**config.mk**
```make
export PLATFORM = sky130hd
export DESIGN_NAME = conf_int_mul_pipe
export DESIGN_NICKNAME = d
export VERILOG_FILES = /design/src/rtl/conf_int_mul_pkg.sv /design/src/rtl/conf_int_mul_pipe_pp_stage.sv /design/src/rtl/conf_int_mul_pipe.sv
export SDC_FILE = /design/constraint.sdc
export NUM_CORES = 2
export LEC_CHECK = 0
export ABC_AREA = 1
export CAP_MARGIN = 15
export CELL_PAD_IN_SITES_DETAIL_PLACEMENT = 1
export CELL_PAD_IN_SITES_GLOBAL_PLACEMENT = 2
export CORE_MARGIN = 2
export CORE_UTILIZATION = 34
export DETAILED_ROUTE_END_ITERATION = 10
export MAX_ROUTING_LAYER = met4
export PLACE_DENSITY_LB_ADDON = 0.1
export SLEW_MARGIN = 15
export SYNTH_ARGS = -nofsm -noshare
export SYNTH_HDL_FRONTEND = slang
export SYNTH_SLANG_ARGS = --single-unit
```
**constraint.sdc**
```tcl
create_clock -name clk -period 6.3 [get_ports clk]
set_clock_uncertainty 0.2 [all_clocks]
set_input_delay 1.26 -clock clk [delete_from_list [all_inputs] [get_ports clk]]
set_output_delay 1.26 -clock clk [all_outputs]
set_load 0.01 [all_outputs]
```
**src/rtl/conf_int_mul_pkg.sv**
```systemverilog
// Shared types and helpers for the configurable-precision pipelined multiplier.
package conf_int_mul_pkg;

    // Operand width the stage record is laid out for; the top-level default follows it.
    localparam int CIM_DPW  = 32;
    localparam int CIM_ACCW = 2 * CIM_DPW;

    // One pipeline slot: the op travels with its mode, its multiplicand, the
    // multiplier bits not yet consumed (low slice first) and the running sum.
    typedef struct packed {
        logic                valid;
        logic                acc_mode;
        logic [CIM_DPW-1:0]  a;
        logic [CIM_DPW-1:0]  b_remaining;
        logic [CIM_ACCW-1:0] acc;
    } mul_stage_t;

    // Width of the multiplier slice consumed by each stage.
    function automatic int cim_slice_width(input int dpw, input int stages);
        return dpw / stages;
    endfunction

    // Approximate-mode mask: keep the top op_bits of a dpw-bit operand, clear the rest.
    function automatic logic [CIM_DPW-1:0] apx_mask(input int dpw, input int op_bits);
        logic [CIM_DPW-1:0] m;
        m = {CIM_DPW{1'b0}};
        for (int i = 0; i < CIM_DPW; i++) begin
            if ((i >= dpw - op_bits) && (i < dpw)) begin
                m[i] = 1'b1;
            end else begin
                m[i] = 1'b0;
            end
        end
        return m;
    endfunction

endpackage

```
**src/rtl/conf_int_mul_pipe_pp_stage.sv**
```systemverilog
// One partial-product step: acc_out = acc_in + sext(a) * slice << SHIFT.
// The top slice carries the multiplier sign; lower slices are plain magnitudes.
module conf_int_mul_pp_stage #(
    parameter int DW           = 32,
    parameter int SW           = 8,
    parameter int SHIFT        = 0,
    parameter bit IS_TOP_SLICE = 1'b0
) (
    input  logic [DW-1:0]   a,
    input  logic [SW-1:0]   b_slice,
    input  logic [2*DW-1:0] acc_in,
    output logic [2*DW-1:0] acc_out
);

    logic [2*DW-1:0] a_ext_s;
    logic [2*DW-1:0] slice_ext_s;
    logic [2*DW-1:0] pp_s;

    // Extend both factors to accumulator width; modular product is exact in 2*DW bits.
    always_comb begin
        a_ext_s = {{DW{a[DW-1]}}, a};
        if (IS_TOP_SLICE) begin
            slice_ext_s = {{(2*DW-SW){b_slice[SW-1]}}, b_slice};
        end else begin
            slice_ext_s = {{(2*DW-SW){1'b0}}, b_slice};
        end
        pp_s    = a_ext_s * slice_ext_s;
        acc_out = acc_in + (pp_s << SHIFT);
    end

endmodule

```
**src/rtl/conf_int_mul_pipe.sv**
```systemverilog
// Pipelined signed multiplier with per-op accurate/approximate precision and
// valid/ready handshakes. One multiplier slice is folded in per stage; a single
// global enable stalls the whole pipe when the output slot is full and not taken.
module conf_int_mul_pipe
    import conf_int_mul_pkg::*;
#(
    parameter int DATA_PATH_BITWIDTH = CIM_DPW,
    parameter int OP_BITWIDTH        = 28,
    parameter int NUM_STAGES         = 4
) (
    input  logic                            clk,
    input  logic                            racc,
    input  logic                            in_valid,
    output logic                            in_ready,
    input  logic                            acc_mode,
    input  logic [DATA_PATH_BITWIDTH-1:0]   a,
    input  logic [DATA_PATH_BITWIDTH-1:0]   b,
    output logic                            out_valid,
    input  logic                            out_ready,
    output logic [2*DATA_PATH_BITWIDTH-1:0] d,
    output logic                            busy
);

    localparam int              DW   = DATA_PATH_BITWIDTH;
    localparam int              SW   = cim_slice_width(DW, NUM_STAGES);
    localparam logic [DW-1:0]   MASK = apx_mask(DW, OP_BITWIDTH);

    mul_stage_t                     stage_in_s [NUM_STAGES];
    mul_stage_t                     stage_d    [NUM_STAGES];
    mul_stage_t                     stage_q    [NUM_STAGES];
    logic [NUM_STAGES-1:0][2*DW-1:0] acc_out_s;
    logic                           en_s;

    // Pipe advances whenever the last slot is empty or being drained.
    always_comb begin
        en_s     = !stage_q[NUM_STAGES-1].valid || out_ready;
        in_ready = en_s;
    end

    // Stage inputs: conditioned operands into stage 0, previous slot elsewhere.
    always_comb begin
        stage_in_s[0]          = '0;
        stage_in_s[0].valid    = in_valid;
        stage_in_s[0].acc_mode = acc_mode;
        if (acc_mode) begin
            stage_in_s[0].a           = a;
            stage_in_s[0].b_remaining = b;
        end else begin
            stage_in_s[0].a           = a & MASK;
            stage_in_s[0].b_remaining = b & MASK;
        end
        for (int s = 1; s < NUM_STAGES; s++) begin
            stage_in_s[s] = stage_q[s-1];
        end
    end

    for (genvar g = 0; g < NUM_STAGES; g++) begin : g_stage
        conf_int_mul_pp_stage #(
            .DW          (DW),
            .SW          (SW),
            .SHIFT       (g * SW),
            .IS_TOP_SLICE(g == NUM_STAGES - 1)
        ) u_pp (
            .a      (stage_in_s[g].a),
            .b_slice(stage_in_s[g].b_remaining[SW-1:0]),
            .acc_in (stage_in_s[g].acc),
            .acc_out(acc_out_s[g])
        );
    end

    // Next slot contents: advance with the new partial sum, or hold on stall.
    always_comb begin
        for (int s = 0; s < NUM_STAGES; s++) begin
            if (en_s) begin
                stage_d[s].valid       = stage_in_s[s].valid;
                stage_d[s].acc_mode    = stage_in_s[s].acc_mode;
                stage_d[s].a           = stage_in_s[s].a;
                stage_d[s].b_remaining = stage_in_s[s].b_remaining >> SW;
                stage_d[s].acc         = acc_out_s[s];
            end else begin
                stage_d[s] = stage_q[s];
            end
        end
    end

    // Slot registers; reset empties the pipe and clears all data.
    always_ff @(posedge clk) begin
        if (!racc) begin
            for (int s = 0; s < NUM_STAGES; s++) begin
                stage_q[s] <= '0;
            end
        end else begin
            for (int s = 0; s < NUM_STAGES; s++) begin
                stage_q[s] <= stage_d[s];
            end
        end
    end

    // Result comes straight from the last slot; busy is any slot occupied.
    always_comb begin
        out_valid = stage_q[NUM_STAGES-1].valid;
        d         = stage_q[NUM_STAGES-1].acc;
        busy      = 1'b0;
        for (int s = 0; s < NUM_STAGES; s++) begin
            busy = busy | stage_q[s].valid;
        end
    end

endmodule

```
==> flow_metrics.env <==
export IMPL_grt_pass1_wl_um=422000
export IMPL_cts_tree="yes"
export IMPL_synth_top_flop_cell="dfxtp_1"
export IMPL_cp_depth=40
export IMPL_num_io_pins=136
export IMPL_fin_cells=12870
export IMPL_final_max_slew_violation_count=0
export IMPL_status="finished, violations left"
export IMPL_dr_pass1_iters=5
export IMPL_synth_cell_types=58
export IMPL_seq_area_frac_synth=0.1258
export IMPL_critPathKind="reg2reg"
export IMPL_vias=62590
export IMPL_synth_fp_nets=10150
export IMPL_p_total_mw=21.81
export IMPL_top_regs="stage_q (381)"
export IMPL_synth_simple_gate_area_share=0.2041
export IMPL_hold_violations=0
export IMPL_hpwl_um=234000
export IMPL_antenna_found_initial=5
export IMPL_drt_total_wl_um=283300
export IMPL_cts_sinks=381
export IMPL_die_h_um=426.3
export IMPL_dp_cells=12610
export IMPL_cp_required_ns=6.68
export IMPL_synth_seq_cells=381
export IMPL_drt_iter0_drc=3147
export IMPL_synth_top_family_by_area="adder cells"
export IMPL_path_clk_slew_ns=0.06
export IMPL_std_cell_rows=154
export IMPL_synth_mux_area_frac=0
export IMPL_largest_register="stage_q"
export IMPL_drc_errors=0
export IMPL_synthXorXnorAreaFrac=0.02600
export IMPL_final_nets=11800
export IMPL_drive_gt1_frac=0.3050
export IMPL_reg2reg_depth=40
export IMPL_place_congestion=0.9680
export IMPL_crit_path_frequent_cell="nand2_2"
export IMPL_die_w_um=426.3
export IMPL_synthAdderAreaFrac=0.3557
export IMPL_via_per_inst=4.865
export IMPL_synth_compound_area_frac=0.1207
export IMPL_grt_overflow_total=0
export IMPL_hold_class="reg2reg"
export IMPL_finish_utilization=0.4940
export IMPL_period_needed_ns=6.885
export IMPL_cts_buffer_depth=3
export IMPL_ant_nets=0
export IMPL_drv_cap=0
export IMPL_setup_violations_final=94
export IMPL_worst_ep_arrival_time_ns=7.27
export IMPL_grt_max_degree=107
export IMPL_rsz0062_at_grt="true"
export IMPL_htreeDepth=2
export IMPL_grt_usage=0.3172
export IMPL_clkLatencyLatePin_ns=0.72
export IMPL_synth_edf_count=0
export IMPL_cp_end_kind="register"
export IMPL_largest_reg_flops=381
export IMPL_place_port_buffers=135
export IMPL_avgSynthCellArea_um2=6.861
export IMPL_setup_slack_ns=-0.5846
export IMPL_area_growth_pct=43.97
export IMPL_cp_start_kind="register"
export IMPL_timing_fmax_mhz=145.3
export IMPL_peakVddDrop_v=0.0002245
export IMPL_relSlewSlack=0.2176
export IMPL_worst_pin_slew_ns=1.161
export IMPL_cts_hold_buf=0
export IMPL_worstHoldPathCells=2
export IMPL_cts_root_buf="clkbuf_16"
export IMPL_p_per_area_nw_per_um2=249.9
export IMPL_dpl_cell_area_um2=76860
export IMPL_crit_slowest_cell="fa_1"
export IMPL_crit_buf_inv=15
export IMPL_violations="negative setup slack"
export IMPL_yosysWarningCount=0
export IMPL_core_area_um2=176700
export IMPL_whs_ns=0.2741
export IMPL_start_util=0.3431
export IMPL_wl_per_cell_um=22.02
export IMPL_slowest_delay_ns=0.57
export IMPL_period_share=1.093
export IMPL_async_reset_ff_frac=0
export IMPL_die_area_um2=181700
export IMPL_p_leak_nw=48.95
export IMPL_cts_buffers=55
export IMPL_netlist_instances=8836
export IMPL_grt_pass1_vias=68500
export IMPL_synth_area_um2=60620
export IMPL_path_max_fanout=8
export IMPL_final_area_um2=87280
export IMPL_crit_family="adder cells"
[cell usage in the layout, fill, tap and decap left out, types with 41 or more instances in the layout]
cell	netlist	routed
o21ai_0	515	394
clkbuf_16	0	62
ha_4	0	129
dfxtp_1	381	351
fa_1	796	767
nand4_1	58	58
ha_1	450	315
nand2_4	0	53
nand2_2	20	161
a21oi_1	380	210
nand3_1	222	168
xnor2_1	64	48
buf_6	0	107
o21ai_2	18	65
o21bai_1	112	93
buf_12	0	86
inv_2	17	147
nand2_1	1747	1550
xor2_1	116	92
a21oi_2	25	159
nor2_1	892	707
o21ai_1	20	74
nor2_2	16	119
o211ai_1	41	41
buf_4	6	1594
inv_1	2317	2181
clkdlybuf4s50_1	0	134
nand3_2	3	50
nor2_4	2	84
[layer usage]
| layer | GRT usage | wire (um) | vias to the layer above | share of wire |
|---|---|---|---|---|
| met5 | - | 0 | - | 0 |
| met4 | 0.07809 | 9957 | 0 | 0.035 |
| met3 | 0.02290 | 8443 | 314 | 0.030 |
| met2 | 0.5450 | 138600 | 875 | 0.49 |
| met1 | 0.4041 | 126200 | 31800 | 0.45 |
| li1 | - | - | 29610 | - |
[cell families after synthesis]
kind of cell | count (synthesis)
flip-flops | 381
adder cells (fa/ha/maj) | 1246
buffers and inverters | 2694
AND/OR/NAND/NOR | 3068
AO/OA/AOI/OAI | 1267
XOR/XNOR | 180
[worst min-delay path: stages (launching register included)]
cell,delay [ns]
dfxtp_1,0.32
nor2_1,0.04
nor2_1,0.08
[cells in the mapped netlist (4+ instances only)]
master	instances	area, um^2
inv_1	2317	8697
nand2_1	1747	6558
nor2_1	892	3348
fa_1	796	15940
o21ai_0	515	2577
ha_1	450	5630
dfxtp_1	381	7627
a21oi_1	380	1902
clkbuf_1	282	1059
nand3_1	222	1111
xor2_1	116	1016
o21bai_1	112	840.8
xnor2_1	64	560.5
nand4_1	58	362.9
a31oi_1	44	275.3
a21o_1	43	322.8
buf_1	43	161.4
o211ai_1	41	307.8
nor3_1	38	190.2
or2_2	26	162.7
a21oi_2	25	219.0
nand2_2	20	125.1
o21ai_1	20	100.1
o21ai_2	18	157.7
inv_2	17	63.81
nor2_2	16	100.1
clkbuf_2	15	75.07
a21boi_0	13	97.59
o221ai_1	13	113.9
nor3_2	12	120.1
nor4_1	12	75.07
buf_2	11	55.05
o21a_1	11	82.58
or2_1	7	43.79
buf_4	6	45.04
a21boi_2	5	56.30
and3_1	4	25.02
nor4_2	4	50.05
[path summary, 6_finish.rpt]
check                  start         endpoint  slack [ns]
max          stage_q[0][194]  stage_q[0][323]       -0.58
min          stage_q[0][130]  stage_q[0][130]        0.27
max reg2reg  stage_q[0][194]  stage_q[0][323]       -0.58
min reg2reg  stage_q[0][130]  stage_q[0][130]        0.27
[cell type report]
cell class	count	area (um^2)
antenna	2	5.005
clock buffer	61	1419
clock inverter	37	474.2
fill	21770	89410
inverter	2337	8795
multi-input combinational	5761	49190
sequential	381	7687
tap	2340	2928
timing repair buffer	1946	16780
[report_power, final]
group / internal (mW) / switching [mW] / leakage, nW
registers: 2.91 / 0.668 / 3.15
clock network: 1.97 / 1.46 / 0.915
logic: 6.65 / 8.15 / 44.9
[per-stage QoR]
stage,setup slack [ns],TNS (ns)
after floorplan,0.2296,0
after global placement,-1.712,-69.37
after detailed placement,-1.720,-76.87
after CTS,-0.4744,-28.03
after global routing,-0.8155,-48.56
final,-0.5846,-23.88
[repair_timing]
action,CTS,global route
pin swaps,275,398
gates cloned,9,7
setup buffers,82,80
endpoints found under the setup margin,106,119
resized for setup,841,881
(Power assumes the default switching activity.)
